<file path="src/rtl/operand_fetch_stage_pkg.sv">
// Shared definitions for the operand-fetch stage: opcode classes, instruction
// field positions and the per-opcode read/write classification helpers.
package operand_fetch_stage_pkg;

    localparam int NUM_REGS  = 16;
    localparam int REG_IDX_W = 4;

    localparam logic [3:0] OP_NOP    = 4'h0;
    localparam logic [3:0] OP_BRANCH = 4'hD;
    localparam logic [3:0] OP_LOADI  = 4'hE;

    localparam int OPC_MSB = 15;
    localparam int OPC_LSB = 12;
    localparam int RD_MSB  = 11;
    localparam int RD_LSB  = 8;
    localparam int RS1_MSB = 7;
    localparam int RS1_LSB = 4;
    localparam int RS2_MSB = 3;
    localparam int RS2_LSB = 0;
    localparam int IMM_MSB = 7;
    localparam int IMM_LSB = 0;

    // R-type and BRANCH read both sources; NOP and LOADI read none.
    function automatic logic uses_rs(input logic [3:0] op);
        return (op != OP_NOP) && (op != OP_LOADI);
    endfunction

    function automatic logic writes_rd(input logic [3:0] op);
        return (op != OP_NOP) && (op != OP_BRANCH);
    endfunction

endpackage

</file>
<file path="src/rtl/operand_fetch_stage_scoreboard.sv">
// Pending-write scoreboard: one bit per register, set on issue of a writer,
// cleared on writeback; a set and clear to the same index leaves the bit set.
module operand_fetch_stage_scoreboard
    import operand_fetch_stage_pkg::*;
(
    input  logic                 i_clk,
    input  logic                 i_rst,
    input  logic                 i_set_en,
    input  logic [REG_IDX_W-1:0] i_set_idx,
    input  logic                 i_clr_en,
    input  logic [REG_IDX_W-1:0] i_clr_idx,
    output logic [NUM_REGS-1:0]  o_pend
);

    logic [NUM_REGS-1:0] r_pend;
    logic [NUM_REGS-1:0] w_set_mask;
    logic [NUM_REGS-1:0] w_clr_mask;

    always_comb begin
        w_set_mask = '0;
        w_clr_mask = '0;
        if (i_set_en) w_set_mask[i_set_idx] = 1'b1;
        if (i_clr_en) w_clr_mask[i_clr_idx] = 1'b1;
    end

    always_ff @(posedge i_clk or posedge i_rst) begin
        if (i_rst) begin
            r_pend <= '0;
        end else begin
            r_pend <= (r_pend & ~w_clr_mask) | w_set_mask;
        end
    end

    assign o_pend = r_pend;

endmodule

</file>
<file path="src/rtl/operand_fetch_stage.sv">
// Decode/operand-fetch stage: drives register file read addresses, bypasses
// same-cycle writeback, stalls on RAW/WAW hazards and registers operands.
module operand_fetch_stage
    import operand_fetch_stage_pkg::*;
#(
    parameter int W = 16
) (
    input  logic         i_clk,
    input  logic         i_reset_asynchronous,
    input  logic         i_in_valid,
    output logic         o_in_ready,
    input  logic [15:0]  i_in_instr,
    output logic [3:0]   o_rf_read_address0,
    output logic [3:0]   o_rf_read_address1,
    input  logic [W-1:0] i_rf_read_data0,
    input  logic [W-1:0] i_rf_read_data1,
    input  logic         i_wb_enable,
    input  logic [3:0]   i_wb_address,
    input  logic [W-1:0] i_wb_data,
    output logic         o_out_valid,
    input  logic         i_out_ready,
    output logic [3:0]   o_out_opcode,
    output logic [3:0]   o_out_rd,
    output logic         o_out_writes_rd,
    output logic [W-1:0] o_out_operand_a,
    output logic [W-1:0] o_out_operand_b
);

    logic [3:0]          w_op;
    logic [3:0]          w_rd;
    logic [3:0]          w_rs1;
    logic [3:0]          w_rs2;
    logic [7:0]          w_imm8;
    logic                w_uses;
    logic                w_writes;
    logic                w_fwd0;
    logic                w_fwd1;
    logic                w_wb_rd;
    logic [W-1:0]        w_src_a;
    logic [W-1:0]        w_src_b;
    logic [W-1:0]        w_operand_a;
    logic [W-1:0]        w_operand_b;
    logic [NUM_REGS-1:0] w_pend;
    logic                w_raw;
    logic                w_waw;
    logic                w_stall;
    logic                w_issue;

    logic                r_out_valid;
    logic [3:0]          r_out_opcode;
    logic [3:0]          r_out_rd;
    logic                r_out_writes_rd;
    logic [W-1:0]        r_out_operand_a;
    logic [W-1:0]        r_out_operand_b;

    assign w_op   = i_in_instr[OPC_MSB:OPC_LSB];
    assign w_rd   = i_in_instr[RD_MSB:RD_LSB];
    assign w_rs1  = i_in_instr[RS1_MSB:RS1_LSB];
    assign w_rs2  = i_in_instr[RS2_MSB:RS2_LSB];
    assign w_imm8 = i_in_instr[IMM_MSB:IMM_LSB];

    assign w_uses   = uses_rs(w_op);
    assign w_writes = writes_rd(w_op);

    assign o_rf_read_address0 = w_rs1;
    assign o_rf_read_address1 = w_rs2;

    // Writeback in flight this cycle is newer than what the register file returns.
    assign w_fwd0  = i_wb_enable && (i_wb_address == w_rs1);
    assign w_fwd1  = i_wb_enable && (i_wb_address == w_rs2);
    assign w_wb_rd = i_wb_enable && (i_wb_address == w_rd);

    assign w_src_a = w_fwd0 ? i_wb_data : i_rf_read_data0;
    assign w_src_b = w_fwd1 ? i_wb_data : i_rf_read_data1;

    always_comb begin
        w_operand_a = '0;
        w_operand_b = '0;
        if (w_op == OP_LOADI) begin
            w_operand_b = W'(w_imm8);
        end else if (w_uses) begin
            w_operand_a = w_src_a;
            w_operand_b = w_src_b;
        end
    end

    assign w_raw   = w_uses && ((w_pend[w_rs1] && !w_fwd0) || (w_pend[w_rs2] && !w_fwd1));
    assign w_waw   = w_writes && w_pend[w_rd] && !w_wb_rd;
    assign w_stall = w_raw || w_waw;

    assign o_in_ready = !w_stall && (!r_out_valid || i_out_ready);
    assign w_issue    = i_in_valid && o_in_ready;

    operand_fetch_stage_scoreboard u_sb (
        .i_clk     (i_clk),
        .i_rst     (i_reset_asynchronous),
        .i_set_en  (w_issue && w_writes),
        .i_set_idx (w_rd),
        .i_clr_en  (i_wb_enable),
        .i_clr_idx (i_wb_address),
        .o_pend    (w_pend)
    );

    always_ff @(posedge i_clk or posedge i_reset_asynchronous) begin
        if (i_reset_asynchronous) begin
            r_out_valid     <= 1'b0;
            r_out_opcode    <= '0;
            r_out_rd        <= '0;
            r_out_writes_rd <= 1'b0;
            r_out_operand_a <= '0;
            r_out_operand_b <= '0;
        end else if (w_issue) begin
            r_out_valid     <= 1'b1;
            r_out_opcode    <= w_op;
            r_out_rd        <= w_rd;
            r_out_writes_rd <= w_writes;
            r_out_operand_a <= w_operand_a;
            r_out_operand_b <= w_operand_b;
        end else if (i_out_ready) begin
            r_out_valid <= 1'b0;
        end
    end

    assign o_out_valid     = r_out_valid;
    assign o_out_opcode    = r_out_opcode;
    assign o_out_rd        = r_out_rd;
    assign o_out_writes_rd = r_out_writes_rd;
    assign o_out_operand_a = r_out_operand_a;
    assign o_out_operand_b = r_out_operand_b;

endmodule
</file>
<file path="config.mk">
export PLATFORM = sky130hd
export DESIGN_NAME = operand_fetch_stage
export DESIGN_NICKNAME = d
export VERILOG_FILES = /design/src/rtl/operand_fetch_stage_pkg.sv /design/src/rtl/operand_fetch_stage_scoreboard.sv /design/src/rtl/operand_fetch_stage.sv
export SDC_FILE = /design/constraint.sdc
export NUM_CORES = 1
export LEC_CHECK = 0
export ABC_AREA = 0
export BUFFER_PORTS_ARGS = -buffer_cell sky130_fd_sc_hd__buf_2
export CORE_ASPECT_RATIO = 0.75
export CORE_MARGIN = 2
export CORE_UTILIZATION = 43
export CTS_CLUSTER_DIAMETER = 40
export CTS_CLUSTER_SIZE = 12
export DETAILED_ROUTE_END_ITERATION = 6
export PLACE_DENSITY = 0.7
export SLEW_MARGIN = 20
export SYNTH_ARGS = -nofsm -noshare
export SYNTH_HDL_FRONTEND = slang
export SYNTH_SLANG_ARGS = --single-unit
</file>
<file path="constraint.sdc">
create_clock -name i_clk -period 2.35 [get_ports i_clk]
set_input_delay 0.235 -clock i_clk [delete_from_list [all_inputs] [get_ports i_clk]]
set_output_delay 0.235 -clock i_clk [all_outputs]
set_load 0.02 [all_outputs]
</file>
==> results of run 1 <==
through the flow:
step / utilization / hold WS, ps
4_1_cts: 0.561 / 45.0
3_3_place_gp: 0.522 / 376
2_1_floorplan: - / 385
5_1_grt: 0.568 / 82.5
6_report: 0.568 / 25.6
3_5_place_dp: 0.522 / 384
layer usage:
metal  share of wire  vias up  global-route usage
li1                -     1372                   -
met1            0.47     1446               0.318
met2            0.43      141               0.330
met3           0.086        8              0.0704
met4          0.0092        0              0.0420
met5               0        -                   0
registers in the layout (all words and copies together) (netlist names):
name,flops
o_out_valid,1
o_out_writes_rd,1
o_out_opcode,4
u_sb.o_pend,16
o_out_operand_a,16
o_out_operand_b,16
o_out_rd,4
power by group through the flow:
stage                     sequential (uW)  combinational, uW  clock, uW
final                                1700               1980       1320
after global routing                 1750               2120       1400
after global placement               1680               1900          0
after floorplan                      2100                864          0
after CTS                            1700               1970       1340
after detailed placement             1710               1940          0
cells by family after synthesis:
| kind of cell | count (synthesis) | synth area share |
|---|---|---|
| mux | 89 | 0.300 |
| simple gates | 69 | 0.106 |
| flops | 58 | 0.395 |
| compound gates | 47 | 0.118 |
| buf+inv | 33 | 0.0525 |
| xor+xnor | 12 | 0.0286 |
cells in the mapped netlist (3+ instances only):
library cell,number,area share
buf_2,7,0.0095
buf_4,8,0.016
buf_6,4,0.012
clkbuf_1,11,0.011
dfrtp_1,58,0.40
mux2_2,39,0.12
mux2i_1,36,0.098
mux4_2,12,0.074
nand2_1,15,0.015
nand2b_1,7,0.012
nand3_1,4,0.0055
nor2_1,24,0.025
o21ai_0,24,0.033
o41ai_2,16,0.071
or2_2,3,0.0051
xnor2_1,3,0.0072
xor2_1,9,0.021
layout make-up:
class / count / area, sq um
flip-flops and latches: 58 / 1450
fillers: 742 / 3620
clock inverters: 5 / 52.6
repair buffers: 137 / 790
well taps: 108 / 135
inverters: 2 / 7.51
multi-input cells: 217 / 2070
clock buffers: 11 / 253
worst min-delay path by stage:
stage	from	to	slack (ps)	cells after the start
after floorplan	i_in_instr[15]	o_out_opcode[3]	390	1
after global placement	i_reset_asynchronous	o_out_operand_a[6]	380	2
after detailed placement	i_reset_asynchronous	o_out_operand_a[6]	380	2
after CTS	i_reset_asynchronous	o_out_operand_a[6]	40	2
after global routing	i_reset_asynchronous	o_out_operand_a[7]	80	2
final	i_reset_asynchronous	o_out_operand_a[7]	30	2
timing repair:
item,4_1_cts,5_1_grt
pin swaps,2,2
setup buffers,1,1
resized for setup,4,7
setup endpoints to repair,4,57
==> results.yml, run 1 <==
run_status:
  status: "complete, but fails checks"
  violations: "setup timing"
final_layout:
  layout_common_cells: "buf_2, dfrtp_1, mux2_2, mux2i_1"
  final_common_cell: "buf_2"
  layout.nets: 498
  final_cell_count_no_fill: 538
  n_antenna_cell: 0
  area_growth_syn_to_layout_pct: 29.8
  design_area_sq_mm: 0.00476
  drive_gt1_frac: 0.544
synth:
  syn_area_sq_mm: 0.00367
  synth-seq-cells: 58
  yosys_warnings: 0
  avgSynthCellArea_sq_um: 11.9
  ys_types: 36
  async_flop_share: 1.00
  synth_cells: 308
  synth-edff-count: 0
  synth-seq-area-share: 0.395
  syn_nets: 381
  synth_ff_type: "dfrtp_1"
clock_network:
  cts_max_level: 3
  clk_latency_ps: 320
  cts_tree: "yes"
  numCtsBuffers: 9
  clk_pin_slew_ps: 50
  clk_path_buf_depth: 2
  cts_root_buf: "clkbuf_16"
  cts_num_sinks: 58
  cts_hold_buf: 0
detailed_routing:
  vias_per_cell: 5.51
  drtIter0Drc: 206
  wl_per_cell_um: 18.3
  drt_pre_antenna_iters: 4
  drc: 0
  totalWireLength_mm: 9.87
  ant_nets: 0
  vias: 2967
setup_path:
  arrival_ps: 2220
  rr_startpoint: "u_sb.o_pend[11]"
  reg2reg_slack_ps: -10
  reg2reg_depth: 8
  startpoint: "u_sb.o_pend[11]"
  critical_path.top_delay_family: "multiplexers"
  crit_path_end: "o_in_ready"
  slowest_delay_ps: 460
  path_cells: "buf_4 -> mux4_2 -> mux2i_1 -> and2_1 -> nor4_1 -> and4b_1 -> buf_6"
  crit_path_start_kind: "flop"
  reg2reg_to: "o_out_opcode[1]"
  worst-path-stages: 7
  critical_path_required_ps: 2120
  critical_path_class: "flop to primary output"
  path_max_fanout: 3
  cpMaxStageDelayCell: "mux4_2"
  critical_path.endpoint_type: "primary output"
  crit_buf_inv: 2
pwr:
  p_leak_uw: 0.00217
  p_comb_frac: 0.396
  total_power_uw: 5000
  seq_power_share: 0.340
  power_switching_uw: 1780
  power.share.switching: 0.357
  ir_worst_vdd_mv: 0.519
  p_per_area_mw_per_mm2: 1050
  power_frac_clock: 0.264
  p_int_uw: 3220
die:
  dieArea_sq_mm: 0.00930
  coreArea_sq_mm: 0.00838
  rows: 29
  die_h_um: 84.0
  initial_core_util: 0.438
  num_io_pins: 124
  dieWidth_um: 111
grt:
  gr-total-overflow: 0
  grt_pass1_vias: 3052
  track_usage: 0.221
  grt_pass1_wl_mm: 16.2
  grt_max_degree: 31
  antenna_found_initial: 0
placement:
  place_congestion: 0.994
  portBuffers: 123
  dp_hpwl_mm: 7.61
  placed_cells: 520
  placed_area_sq_mm: 0.00438
  dp_worst_setup_slack_ps: -66.1
sta:
  tns_ps: -171
  report.final.slew_viol_count: 0
  setup_violations: 14
  worst_pin_slew_ps: 683
  layout_setup_ws_ps: -107
  final_hold_viol_count: 0
  grt_setup_unrepaired: "true"
  fin_worst_skew_ps: 7.65
  slew_headroom: 0.544
  finalCriticalPeriod_ps: 2460
  fmax_mhz: 407
  post-route-period-util: 1.05
flow_run:
  cap_viol_max_count: 0
hold_path:
  hold_class: "primary input to async pin"
Note: power is estimated with default switching activity, not from simulation.
==> run 2: changes to the inputs <==
--- a/config.mk
+++ b/config.mk
@@ -14,6 +14,7 @@
 export CTS_CLUSTER_SIZE = 12
 export DETAILED_ROUTE_END_ITERATION = 6
 export PLACE_DENSITY = 0.7
+export SETUP_SLACK_MARGIN = 0.2
 export SLEW_MARGIN = 20
 export SYNTH_ARGS = -nofsm -noshare
 export SYNTH_HDL_FRONTEND = slang
==> run 2 against run 1 <==
Against the previous run: the flow still finishes with violations (setup timing); routed wire length up 12%; total power is 1.8% higher; cell count grew 2.4%; cell area increased by 5.3%; global-route usage up 1.6 points; clock skew down 1.4 ps; hold slack better by 190 ps; sequential power about the same; register-to-register slack lost 50 ps; non-clock buffer count grew 14; critical path depth down 1; clock-buffer cell count up 1; largest power group unchanged.
==> results.yml, run 2 (synthesized netlist as in run 1, its figures left out) <==
run_status:
  status: "complete, but fails checks"
  violations: "setup timing"
detailed_routing:
  drc: 0
  route.met2.wl_mm: 4.99
  met1_length_mm: 4.91
  vias_per_cell: 5.65
  top_layer: "met4"
  drt_pre_antenna_iters: 4
  totalWireLength_mm: 11.1
  drtIter0Drc: 218
  ant_nets: 0
  dr_wl_met3_mm: 1.02
  vias: 3112
  wl_per_cell_um: 20.1
sta:
  report.final.slew_viol_count: 0
  layout_setup_ws_ps: -82.1
  worst_pin_slew_ps: 429
  tns_ps: -1560
  setup_violations: 57
  final_hold_viol_count: 0
  fmax_mhz: 411
  finalCriticalPeriod_ps: 2430
  grt_setup_unrepaired: "true"
  slew_headroom: 0.713
  fin_worst_skew_ps: 6.29
  post-route-period-util: 1.03
die:
  rows: 29
  dieWidth_um: 111
  die_h_um: 84.0
  dieArea_sq_mm: 0.00930
  num_io_pins: 124
  coreArea_sq_mm: 0.00838
  initial_core_util: 0.438
setup_path:
  reg2reg_depth: 9
  reg2reg_to: "u_sb.o_pend[14]"
  critical_path_required_ps: 2120
  reg2reg_slack_ps: -60
  arrival_ps: 2200
  rr_startpoint: "u_sb.o_pend[8]"
  startpoint: "u_sb.o_pend[8]"
  critical_path_class: "flop to primary output"
  crit_path_end: "o_in_ready"
  crit_path_start_kind: "flop"
  critical_path.endpoint_type: "primary output"
  path_max_fanout: 4
pwr:
  ir_worst_vdd_mv: 0.535
  power.share.switching: 0.362
  p_comb_frac: 0.432
  power_frac_clock: 0.230
  p_leak_uw: 0.00231
  seq_power_share: 0.337
  power_switching_uw: 1840
  p_int_uw: 3250
  p_per_area_mw_per_mm2: 1020
final_layout:
  final_cell_count_no_fill: 551
  drive_gt1_frac: 0.551
  final_core_util: 0.598
  area_growth_syn_to_layout_pct: 36.6
  final_common_cell: "buf_2"
  layout_common_cells: "buf_2, dfrtp_1, mux2_2, mux2i_1"
  layout.nets: 512
  n_antenna_cell: 0
grt:
  grt_pass1_wl_mm: 17.1
  grt_max_degree: 28
  gr-total-overflow: 0
  grt_pass1_vias: 3175
  track_usage: 0.237
  antenna_found_initial: 0
placement:
  placed_cells: 520
  dp_hpwl_mm: 7.53
  portBuffers: 123
  place_congestion: 0.919
clock_network:
  cts_root_buf: "clkbuf_16"
  cts_max_level: 3
  numCtsBuffers: 9
  cts_tree: "yes"
  clk_path_buf_depth: 2
  clk_latency_ps: 320
  cts_num_sinks: 58
  clk_pin_slew_ps: 50
flow_run:
  cap_viol_max_count: 0
hold_path:
  hold_class: "primary input to flop"
## run 2: changes by cell type in the layout (fill, tap and decap cells not counted), sizes merged
cell,change
dlygate4sd3,+1
buf,+11
bufinv,-1
bufbuf,+1
clkbuf,+2
clkinvlp,-1
## run 2: power groups by stage
stage | Clock (uW) | Combinational, uW | Sequential, uW
finish | 1170 | 2200 | 1720
global route | 1250 | 2320 | 1750
CTS | 1200 | 2140 | 1700
detailed placement | 0 | 1920 | 1720
global placement | 0 | 1880 | 1690
floorplan | 0 | 872 | 2100
## run 2: how the worst min path moves through the flow
stage	start	endpoint	slack (ps)	cells past startpoint
4_1_cts	i_in_instr[13]	o_out_opcode[1]	210	2
2_1_floorplan	i_in_instr[15]	o_out_opcode[3]	390	1
3_3_place_gp	i_reset_asynchronous	o_out_operand_b[12]	260	2
5_1_grt	i_in_instr[13]	o_out_opcode[1]	220	2
3_5_place_dp	i_reset_asynchronous	o_out_operand_b[12]	270	2
6_report	i_in_instr[13]	o_out_opcode[1]	220	2
## run 2: timing repair
action / 4_1_cts / 5_1_grt
hold endpoints to repair: 18 / 0
hold buffers: 1 / 0
pin swaps: 18 / 4
cloned: 6 / 1
setup endpoints to repair: 58 / 59
setup buffers: 7 / 1
gates resized for setup: 15 / 6
## run 2: layer usage
metal / GRT usage / vias up
met4: 0.0614 / 0
met1: 0.321 / 1519
met3: 0.0784 / 26
met2: 0.368 / 169
met5: 0 / -
li1: - / 1398
## run 2: worst max-delay path, stage by stage (launching register included)
cell	delay (ps)
dfrtp_1	420
mux4_2	490
mux2_4	270
o21bai_1	120
a211o_1	200
and4b_1	240
buf_6	130
## run 2: through the flow
stage / hold slack, ps / setup slack (ps) / cell area, sq um / power [uW]
global route: 216 / -135 / 5010 / 5330
finish: 219 / -82.1 / 5010 / 5090
floorplan: 385 / 195 / 3700 / 2970
global placement: 265 / 94.0 / 4360 / 3570
detailed placement: 266 / 20.5 / 4360 / 3640
CTS: 207 / -79.8 / 4920 / 5040
## run 2: cell type report
class | instances | area [sq um]
fill | 678 | 3370
multi-input combinational | 217 | 2110
sequential | 58 | 1450
timing repair buffer | 151 | 1040
clock buffer | 12 | 256
tap | 108 | 135
clock inverter | 3 | 15.0
inverter | 2 | 7.51
